`src/rtl/ps2_pkg.sv`:
```
// ps2_pkg: shared PS/2 definitions (FSM state codes, frame length, command bytes, parity helper)
package ps2_pkg;
    localparam logic [2:0] S_IDLE    = 3'd0;
    localparam logic [2:0] S_INHIBIT = 3'd1;
    localparam logic [2:0] S_REQ     = 3'd2;
    localparam logic [2:0] S_BITS    = 3'd3;
    localparam logic [2:0] S_ACK     = 3'd4;
    localparam logic [2:0] S_WAITREL = 3'd5;
    localparam int FRAME_LEN = 11;
    localparam logic [7:0] CMD_SET_LEDS = 8'hED;
    localparam logic [7:0] CMD_RESET    = 8'hFF;
    function automatic logic odd_parity(input logic [7:0] d);
        return ~^d;
    endfunction
endpackage

```
`src/rtl/ps2_sync_edge.sv`:
```
// ps2_sync_edge: 2-FF synchroniser for one PS/2 pad plus falling-edge pulse
//   clock, reset (sync, active-low) ; pad (async raw level) ;
//   level (synchronised level) ; fall (one-cycle pulse on synchronised 1->0)
module ps2_sync_edge (
    input  logic clock,
    input  logic reset,
    input  logic pad,
    output logic level,
    output logic fall
);
    logic meta;
    logic prev;
    // Idle PS/2 lines float high, so reset to 1 to avoid a spurious fall.
    always_ff @(posedge clock) begin
        if (!reset) begin
            meta  <= 1'b1;
            level <= 1'b1;
            prev  <= 1'b1;
        end else begin
            meta  <= pad;
            level <= meta;
            prev  <= level;
        end
    end
    assign fall = prev & ~level;
endmodule

```
`src/rtl/ps2_host_tx.sv`:
```
// ps2_host_tx: PS/2 host-to-device command transmitter on open-drain clk/data lines
//   clock, reset (sync, active-low)
//   tx_valid/tx_data/tx_ready : command byte handshake (accepted in IDLE)
//   ps2_clk_in/ps2_data_in    : raw pad levels ; ps2_clk_oe/ps2_data_oe : 1 = pull pad low
//   rx_inhibit : busy indication for the receiver ; done/ack_ok/err : completion pulse + status
module ps2_host_tx
    import ps2_pkg::*;
#(
    parameter int INHIBIT_CYCLES = 5000,
    parameter int TIMEOUT_CYCLES = 750000
) (
    input  logic       clock,
    input  logic       reset,
    input  logic       tx_valid,
    input  logic [7:0] tx_data,
    output logic       tx_ready,
    input  logic       ps2_clk_in,
    input  logic       ps2_data_in,
    output logic       ps2_clk_oe,
    output logic       ps2_data_oe,
    output logic       rx_inhibit,
    output logic       done,
    output logic       ack_ok,
    output logic       err
);
    localparam int TW = $clog2(INHIBIT_CYCLES > TIMEOUT_CYCLES ? INHIBIT_CYCLES : TIMEOUT_CYCLES) + 1;

    logic [2:0]    state;
    logic [TW-1:0] tmr;
    logic [3:0]    cnt;
    logic [10:0]   shreg;
    logic          ack_r;
    logic          clk_s;
    logic          clk_fall;
    logic          data_s;
    logic          unused_data_fall;

    ps2_sync_edge u_clk (
        .clock (clock),
        .reset (reset),
        .pad   (ps2_clk_in),
        .level (clk_s),
        .fall  (clk_fall)
    );

    ps2_sync_edge u_data (
        .clock (clock),
        .reset (reset),
        .pad   (ps2_data_in),
        .level (data_s),
        .fall  (unused_data_fall)
    );

    // tmr is the inhibit timer in INHIBIT and the watchdog from REQ onwards.
    // shreg[0] is the bit currently presented; it starts as the start bit.
    always_ff @(posedge clock) begin
        if (!reset) begin
            state  <= S_IDLE;
            tmr    <= '0;
            cnt    <= '0;
            shreg  <= '1;
            ack_r  <= 1'b0;
            done   <= 1'b0;
            ack_ok <= 1'b0;
            err    <= 1'b0;
        end else begin
            done   <= 1'b0;
            ack_ok <= 1'b0;
            err    <= 1'b0;
            case (state)
                S_IDLE: begin
                    if (tx_valid) begin
                        shreg <= {1'b1, odd_parity(tx_data), tx_data, 1'b0};
                        tmr   <= '0;
                        cnt   <= '0;
                        ack_r <= 1'b0;
                        state <= S_INHIBIT;
                    end
                end
                S_INHIBIT: begin
                    if (tmr == TW'(INHIBIT_CYCLES - 1)) state <= S_REQ;
                    else tmr <= tmr + TW'(1);
                end
                S_REQ: begin
                    tmr   <= TW'(TIMEOUT_CYCLES - 1);
                    state <= S_BITS;
                end
                S_BITS, S_ACK, S_WAITREL: begin
                    // A fall takes priority over an expiring watchdog.
                    if (clk_fall) begin
                        tmr <= TW'(TIMEOUT_CYCLES - 1);
                        if (cnt != 4'(FRAME_LEN)) cnt <= cnt + 4'd1;
                        if (state == S_BITS) begin
                            shreg <= {1'b1, shreg[10:1]};
                            if (cnt == 4'(FRAME_LEN - 2)) state <= S_ACK;
                        end else if (state == S_ACK) begin
                            ack_r <= ~data_s;
                            state <= S_WAITREL;
                        end
                    end else if (state == S_WAITREL && clk_s && data_s) begin
                        state  <= S_IDLE;
                        done   <= 1'b1;
                        ack_ok <= ack_r;
                        err    <= ~ack_r;
                    end else if (tmr == '0) begin
                        state <= S_IDLE;
                        done  <= 1'b1;
                        err   <= 1'b1;
                    end else begin
                        tmr <= tmr - TW'(1);
                    end
                end
                default: state <= S_IDLE;
            endcase
        end
    end

    assign tx_ready    = state == S_IDLE;
    assign rx_inhibit  = ~tx_ready;
    assign ps2_clk_oe  = state == S_INHIBIT || state == S_REQ;
    assign ps2_data_oe = (state == S_REQ || state == S_BITS) && !shreg[0];
endmodule

```
`config.mk`:
```
export PLATFORM = sky130hd
export DESIGN_NAME = ps2_host_tx
export DESIGN_NICKNAME = d
export VERILOG_FILES = /design/src/rtl/ps2_pkg.sv /design/src/rtl/ps2_sync_edge.sv /design/src/rtl/ps2_host_tx.sv
export SDC_FILE = /design/constraint.sdc
export NUM_CORES = 1
export LEC_CHECK = 0
export CAP_MARGIN = 20
export CORE_MARGIN = 8
export CORE_UTILIZATION = 35
export CTS_CLUSTER_SIZE = 40
export DETAILED_ROUTE_END_ITERATION = 12
export PLACE_DENSITY = 0.53
export SYNTH_ARGS = -nofsm -noshare
export SYNTH_HDL_FRONTEND = slang
export SYNTH_SLANG_ARGS = --single-unit
```
`constraint.sdc`:
```
create_clock -name clock -period 2.66 [get_ports clock]
set_input_delay 0.399 -clock clock [delete_from_list [all_inputs] [get_ports clock]]
set_output_delay 0.399 -clock clock [all_outputs]
set_load 0.02 [all_outputs]
```
==> qor.txt, run 1 <==
status: finished clean
core box area: 0.00920 sq mm
Iteration-0 DRC Markers: 197
I/O Pins: 20
CTS Hold Bufs: 0
worst r2r src: state[0]
drt total wl: 9.02 mm
Pre-antenna DRT Iters: 5
input/output buffers: 19
post-route insts no fill: 531
GR Overflow Total: 0
Slew @ Worst Pin: 0.750 ns
antenna cells: 0
vias per std cell: 5.84
initial antenna violation count: 0
detailed-route via count: 3101
max_cap viols: 0
RSZ-0062 raised after global routing: false
CP Launch Point: state[0]
WS Path Type: flip-flop to output pin
synthesized instance count: 423
HPWL Detailed: 6.19 mm
Hold/Removal Path Class: flip-flop to flip-flop
worst reg-to-reg setup slack: 0.37 ns
routability congestion estimate: 0.890
Initial Util: 0.361
largest area contributor in the netlist: dfxtp_1
Synth area leaders: dfxtp_1 28%, nor2_1 4.9%, nand2_1 4.6%
hold_sp: u_data.meta
reg2reg end: tmr[16]
WP data arrival: 1.99 ns
Max Fclk: 0.418 GHz
DRT antenna net count: 0
P&R area growth vs syn: 8.98%
Avg Cell Area, Syn: 7.84 sq um
Inst Count DP: 523
EDFF count, synth: 0
WHS Endpoint: u_data.level
worst rel slew slack: 0.500
CP Capture Type: output pin
CTS root buf: clkbuf_8
Synth cell types: 75
min Tclk post-route: 2.39 ns
postcts setup bufs: 0
Setup-failing EPs final: 0
final hold vios: 0
clock skew: 0.00343 ns
Mapped Nets: 441
Seq cells post-synth: 47
number of global-route vias before repair: 2899
drt wl/cell: 17.0 um
hold path depth: 1
Synth Warn #: 0
CTS resizes: 0
Final Max Tran Viols: 0
clock-pin slew on the worst setup and hold paths: 0.10 ns
Pwr Density: 898 mW/mm^2
reg2reg path depth: 6
post-route cell area: 0.00361 sq mm
leakage: 1.25 nW
Hold WS: 0.414 ns
CP max FO: 20
Total GRT Usage: 0.147
VDD IR max: 0.377 mV
CTS sink cnt: 47
largest net degree at the start of global routing: 29
Die ar.: 0.0128 sq mm
CTS tree: done
total negative slack: 0 ns
critical path launch point type: flip-flop
clock buffer depth: 2
TritonCTS buffer count: 5
sequential area share after synthesis: 0.284
DRC: 0
Post-DP Area: 0.00352 sq mm
site row count: 35
Layout Nets: 437
synthesized area: 0.00332 sq mm
fin crit share: 0.899
share of cells above drive strength 1: 0.114
worst-skew pair later-pin latency: 0.31 ns
layout filler cell count: 969
Post-synth ARST share: 0
chip height: 113 um
H-tree depth: 2
Synth Flop Type: dfxtp_1
area fraction of the dominant cell type after synthesis: 0.284
most common cell after layout, fill and taps aside: dfxtp_1
required time worst endpoint: 2.26 ns
Die W: 113 um
first-pass GRT wire length: 15.3 mm
commonest cells after routing, fill and taps aside: 47 x dfxtp_1, 43 x nor2_1, 41 x nand2_1
metal layers:
metal,GRT usage,part of all wire,vias to the layer above
met2,0.227,0.45,94
li1,-,-,1542
met3,0.0234,0.052,15
met5,0,0,-
met1,0.201,0.48,1450
met4,0.0515,0.018,0
through the flow:
stage	util	setup WS, ns	power (W)
floorplan	-	0.822	0.00239
global placement	0.383	0.386	0.00279
detailed placement	0.383	0.406	0.00279
CTS	0.393	0.245	0.00327
global route	0.393	0.117	0.00352
finish	0.393	0.268	0.00324
cell type report:
class | count | area (sq um) | area share
clock buffer | 6 | 72.6 | 0.0201
clock inverter | 2 | 17.5 | 0.00485
inverter | 7 | 26.3 | 0.00727
multi-input combinational | 329 | 2150 | 0.596
sequential | 47 | 941 | 0.260
tap | 111 | 139 | 0.0384
timing repair buffer | 29 | 265 | 0.0734
worst max path at each step:
stage,end,cells past startpoint
final,tx_ready,3
after global routing,tx_ready,3
after CTS,tx_ready,3
after detailed placement,tmr[8],5
after global placement,tmr[8],5
after floorplan,tmr[17],8
synth_stat cells (all sizes together) (4+ instances only):
| cell type | count |
|---|---|
| a21oi | 22 |
| nand2 | 41 |
| nand2b | 9 |
| o22ai | 4 |
| o21ai | 27 |
| o2bb2ai | 4 |
| o221ai | 6 |
| nor2 | 45 |
| nand4 | 6 |
| and3 | 8 |
| ha | 5 |
| nand3 | 21 |
| clkbuf | 19 |
| inv | 7 |
| buf | 21 |
| a211oi | 5 |
| nor3 | 20 |
| xor2 | 8 |
| or3 | 6 |
| nor4 | 6 |
| nand3b | 6 |
| dfxtp | 47 |
| a32o | 5 |
| a31oi | 4 |
| xnor2 | 16 |
| o311ai | 8 |
power by group:
part	total (W)	switching (W)	leakage [nW]	internal (W)
sequential	0.00107	0.000238	0.384	0.000833
clock	0.000461	0.000272	0.0454	0.000190
combinational	0.00171	0.000999	0.820	0.000714
total	0.00324	0.00151	1.25	0.00174
sequential cells by signal, summed over array words and instances, names as in the netlist, 3 cells and up:
register  cells
shreg        10
state         3
cnt           4
tmr          21
kinds of logic (layout without fill, tap and decap cells):
group	Yosys count	in the layout	synth area share
buffers and inverters	47	44	0.0672
xor gates and xnor gates	24	24	0.0634
AOI/OAI and AO/OA	112	112	0.237
adders and majority gates	5	5	0.0189
muxes	4	4	0.0128
and+or+nand+nor	184	184	0.317
DFF	47	47	0.284
critical path, cell delays in order (launching register included):
cell,delay (ns)
dfxtp_1,0.51
or3_1,0.49
inv_1,0.08
clkdlybuf4s50_1,0.60
Power figures use the tool's default switching activity.
==> run 2, diff against run 1 <==
PLACE_DENSITY = 0.57   (was 0.53)
==> qor.txt, run 2 (synthesis gave the netlist of run 1 again) <==
Hold WS: 0.416 ns (was 0.414 ns)
worst-skew pair later-pin latency: 0.31 ns (about the same)
Top Registers: tmr (21), shreg (10), cnt (4) (unchanged)
most common cell after layout, fill and taps aside: dfxtp_1 (unchanged)
reg2reg path depth: 6 (unchanged)
CTS root buf: clkbuf_8 (unchanged)
slowest stage delay, CP: 0.60 ns (about the same)
Pwr Density: 920 mW/mm^2 (was 898 mW/mm^2)
Slew @ Worst Pin: 0.762 ns (was 0.750 ns)
Setup-failing EPs final: 0 (unchanged)
Die W: 113 um (unchanged)
HPWL Detailed: 6.48 mm (was 6.19 mm)
Initial Util: 0.361 (unchanged)
final hold vios: 0 (unchanged)
clock-pin slew on the worst setup and hold paths: 0.10 ns (about the same)
status: finished clean (unchanged)
Hold/Removal Path Class: flip-flop to flip-flop (unchanged)
CTS tree: done (unchanged)
Largest register FFs: 21 (unchanged)
DRC: 0 (unchanged)
CTS resizes: 0 (unchanged)
reg2reg end: tmr[16] (unchanged)
CP max FO: 20 (unchanged)
core box area: 0.00920 sq mm (unchanged)
CP Launch Point: state[0] (unchanged)
drt total wl: 9.26 mm (was 9.02 mm)
Max Fclk: 0.412 GHz (was 0.418 GHz)
leakage: 1.28 nW (was 1.25 nW)
Total GRT Usage: 0.147 (about the same)
total negative slack: 0 ns (unchanged)
drt wl/cell: 17.3 um (was 17.0 um)
Pre-antenna DRT Iters: 5 (unchanged)
vias per std cell: 5.90 (was 5.84)
Die ar.: 0.0128 sq mm (unchanged)
detailed-route via count: 3151 (was 3101)
worst r2r src: state[0] (unchanged)
RSZ-0062 raised after global routing: false (unchanged)
worst rel slew slack: 0.492 (was 0.500)
first-pass GRT wire length: 15.4 mm (was 15.3 mm)
initial antenna violation count: 0 (unchanged)
WP data arrival: 2.03 ns (was 1.99 ns)
WS Path Type: flip-flop to output pin (unchanged)
Layout Nets: 441 (was 437)
I/O Pins: 20 (unchanged)
share of cells above drive strength 1: 0.123 (was 0.114)
P&R area growth vs syn: 10.8% (was 8.98%)
chip height: 113 um (unchanged)
hold path depth: 1 (unchanged)
worst reg-to-reg setup slack: 0.38 ns (was 0.37 ns)
critical path launch point type: flip-flop (unchanged)
number of global-route vias before repair: 2970 (was 2899)
TritonCTS buffer count: 5 (unchanged)
clock skew: 0.00949 ns (was 0.00343 ns)
GR Overflow Total: 0 (unchanged)
clock buffer depth: 2 (unchanged)
fin crit share: 0.912 (was 0.899)
Inst Count DP: 527 (was 523)
VDD IR max: 0.537 mV (was 0.377 mV)
layout filler cell count: 933 (was 969)
final design utilization: 0.399 (was 0.393)
Top reg by flops: tmr (unchanged)
Buf+Inv Stages, Crit Path: 2 (unchanged)
post-route setup slack: 0.235 ns (was 0.268 ns)
Top Family by Delay on Critical Path: buffers and inverters (unchanged)
postcts setup bufs: 0 (unchanged)
post-route insts no fill: 534 (was 531)
CTS sink cnt: 47 (unchanged)
crit path cell chain: or3_1, inv_1, clkdlybuf4s50_1 (unchanged)
DP Worst Slack: 0.425 ns (was 0.406 ns)
max_cap viols: 0 (unchanged)
site row count: 35 (unchanged)
Final Max Tran Viols: 0 (unchanged)
CTS Hold Bufs: 0 (unchanged)
commonest cells after routing, fill and taps aside: 47 x dfxtp_1, 43 x nor2_1, 41 x nand2_1 (unchanged)
antenna cells: 0 (unchanged)
input/output buffers: 19 (unchanged)
CP Capture Type: output pin (unchanged)
H-tree depth: 2 (unchanged)
min Tclk post-route: 2.42 ns (was 2.39 ns)
Iteration-0 DRC Markers: 342 (was 197)
DRT antenna net count: 0 (unchanged)
Critical-path top delay cell: clkdlybuf4s50_1 (unchanged)
hold_sp: u_data.meta (unchanged)
required time worst endpoint: 2.26 ns (about the same)
WHS Endpoint: u_data.level (unchanged)
routability congestion estimate: 0.889 (was 0.890)
largest net degree at the start of global routing: 23 (was 29)
run 2: cell count changes in the layout (fill, tap and decap cells not counted):
cell        change
buf_4           +3
clkinv_4        -2
buf_12          +1
bufinv_16       +1
clkbuf_1        -1
clkinvlp_4      +1
run 2: worst reg2reg max path: cells and delay by family, from the launching register on:
| kind | cells | cell delay [ns] |
|---|---|---|
| AOI/OAI and AO/OA | 3 | 0.84 |
| DFF | 1 | 0.72 |
| and+or+nand+nor | 3 | 0.62 |
run 2: area by class of cell:
class	count	area, sq um	area share
multi-input combinational	329	2150	0.586
sequential	47	941	0.256
timing repair buffer	33	308	0.0838
tap	111	139	0.0378
clock buffer	5	68.8	0.0187
clock inverter	2	37.5	0.0102
inverter	7	26.3	0.00716
run 2: through the flow:
step                      cell area, sq um  power, W
after floorplan                       3320   0.00239
final                                 3670   0.00338
after global routing                  3670   0.00363
after detailed placement              3570   0.00282
after CTS                             3670   0.00337
after global placement                3570   0.00283
run 2: how the worst max path moves through the flow:
stage | slack, ns | cells past startpoint | to
floorplan | 0.82 | 8 | tmr[17]
global placement | 0.44 | 5 | tmr[8]
detailed placement | 0.43 | 7 | tmr[14]
CTS | 0.22 | 3 | tx_ready
global route | 0.13 | 3 | tx_ready
finish | 0.24 | 3 | tx_ready
run 2: power by group:
group / total (W) / switching (W) / internal, W / leakage [nW]
Sequential: 0.00107 / 0.000238 / 0.000833 / 0.384
Clock: 0.000538 / 0.000263 / 0.000275 / 0.0502
Combinational: 0.00177 / 0.00103 / 0.000741 / 0.844
run 2: per-layer routing:
metal  vias to the layer above  GRT usage  part of all wire
li1                       1545          -                 -
met1                      1472      0.205              0.46
met2                       119      0.225              0.45
met3                        15     0.0202             0.064
met4                         0     0.0524             0.019
met5                         -          0                 0
==> variant: new RTL, flow settings as in run 2 <==
Change the parameter `INHIBIT_CYCLES` from 5000 to 2500.
--- a/src/rtl/ps2_host_tx.sv
+++ b/src/rtl/ps2_host_tx.sv
@@ -6,7 +6,7 @@
 module ps2_host_tx
     import ps2_pkg::*;
 #(
-    parameter int INHIBIT_CYCLES = 5000,
+    parameter int INHIBIT_CYCLES = 2500,
     parameter int TIMEOUT_CYCLES = 750000
 ) (
     input  logic       clock,
Function: same outputs for any inputs over 10 cycles, from zero or initial values and one cycle with reset low; that may be too few to reach the edited logic, so the function may still have changed.
==> variant against run 2 <==
Sequential power is 22% lower. Sequential cell count did not move. Worst setup slack worse by 0.082 ns. Core utilization grew 1.0 points. Cell area rose by 3.0%. Largest power group unchanged. Wire length decreased by 0.21%. Critical path type unchanged. Via count rose by 2.3%. Power is 33% lower. Synthesized area rose by 0.72%.
==> variant: results (changes against run 2) <==
POWER
------------------------------------------------------------------------------------------
Static leakage ..............................................................      1.34 nW   +4.6%

SYNTH
------------------------------------------------------------------------------------------
Share of the synthesized area in the top cell type ..........................        28.2%   -0.20 points
Top cell types by occurrence after synthesis ................................ sky130_fd_sc_hd__nand2_1, sky130_fd_sc_hd__dfxtp_1, sky130_fd_sc_hd__nor2_1
Total nets after synthesis ..................................................          455   +3.2%
Post-Synth XOR/XNOR Area ....................................................        6.56%   +0.22 points
Count of unique library cells instantiated by Yosys .........................           68   -9.3%
Avg Synthesized Cell Area ...................................................    7.64 um^2   -2.5%
Portion of netlist area occupied by mux cells ...............................        1.24%   -0.047 points
Complex-gate fraction of the synthesized area ...............................        24.2%   +0.47 points
Share of synthesized cell area in full adder, half adder and majority cells .        1.87%   -0.013 points
Sequential-to-total area share from yosys stat ..............................        28.2%   -0.20 points

GLOBAL ROUTING
------------------------------------------------------------------------------------------
Met2 Usage GRT ..............................................................        24.1%   +1.6 points
Vias in the first global route ..............................................         3073   +3.5%
Met1 Resource Use GR ........................................................        19.1%   -1.4 points
Pin count of the biggest net entering global routing ........................           24   +4.3%

DRT
------------------------------------------------------------------------------------------
Met2 routed wirelength ......................................................      4.30 mm   +2.4%
Via count of the routed design ..............................................         3225   +2.3%
Total wire length after detailed routing ....................................      9.24 mm   -0.21%
Met3 routed WL ..............................................................       566 um   -4.4%

STA
------------------------------------------------------------------------------------------
Worst hold slack after final layout .........................................     0.412 ns   -0.00379 ns
Crit share post-route .......................................................        94.2%   +3.1 points
Tightest slew margin relative to the limit ..................................        56.8%   +7.5 points

FINISH
------------------------------------------------------------------------------------------
Final net count .............................................................          465   +5.4%
FILL cells ..................................................................          951   +1.9%
Post-layout instance count excluding filler cells ...........................          577   +8.1%

OUTCOME
------------------------------------------------------------------------------------------
Run status ..................................................................    completed

WORST SETUP PATH
------------------------------------------------------------------------------------------
FF-to-FF End ................................................................ tmr[20]$_SDFFE_PN0P_
Delay of the slowest critical-path stage ....................................      0.63 ns   +0.03 ns

HOLD PATH
------------------------------------------------------------------------------------------
Hold path endpoint .......................................................... u_clk.level$_SDFF_PN1_

PLACE
------------------------------------------------------------------------------------------
Total placed cells including tap cells ......................................          569   +8.0%
DP Wirelength ...............................................................      6.69 mm   +3.2%

## variant: changes by cell type after synthesis, sizes merged, moves of 6 or more
cell	run 2	this run
buf	21	14
nand2	41	50
nor4	6	12
and4	0	6
o21ai	27	19
## variant: kinds of logic (layout without fill, tap and decap cells)
kind of cell | after synthesis | in the layout
AOI/OAI and AO/OA | 111 | 111
and+or+nand+nor | 197 | 197
adders and majority gates | 5 | 5
muxes | 4 | 4
buffers and inverters | 48 | 59
xor gates and xnor gates | 25 | 25
DFF | 47 | 47
## variant: final cells by class
cell class	instances	area (um^2)	share of cell area (%)
inverters	10	37.5	0.992
repair buffers	41	355	9.39
clock inverters	2	17.5	0.463
well taps	129	161	4.27
multi-input cells	342	2200	58.1
clock buffers	6	72.6	1.92
flip-flops and latches	47	941	24.9
## variant: where the power goes
part           total (W)  internal [W]  switching (W)
logic           0.000960      0.000392       0.000568
clock network   0.000466      0.000190       0.000277
registers       0.000835      0.000758      0.0000774
total            0.00226       0.00134       0.000923
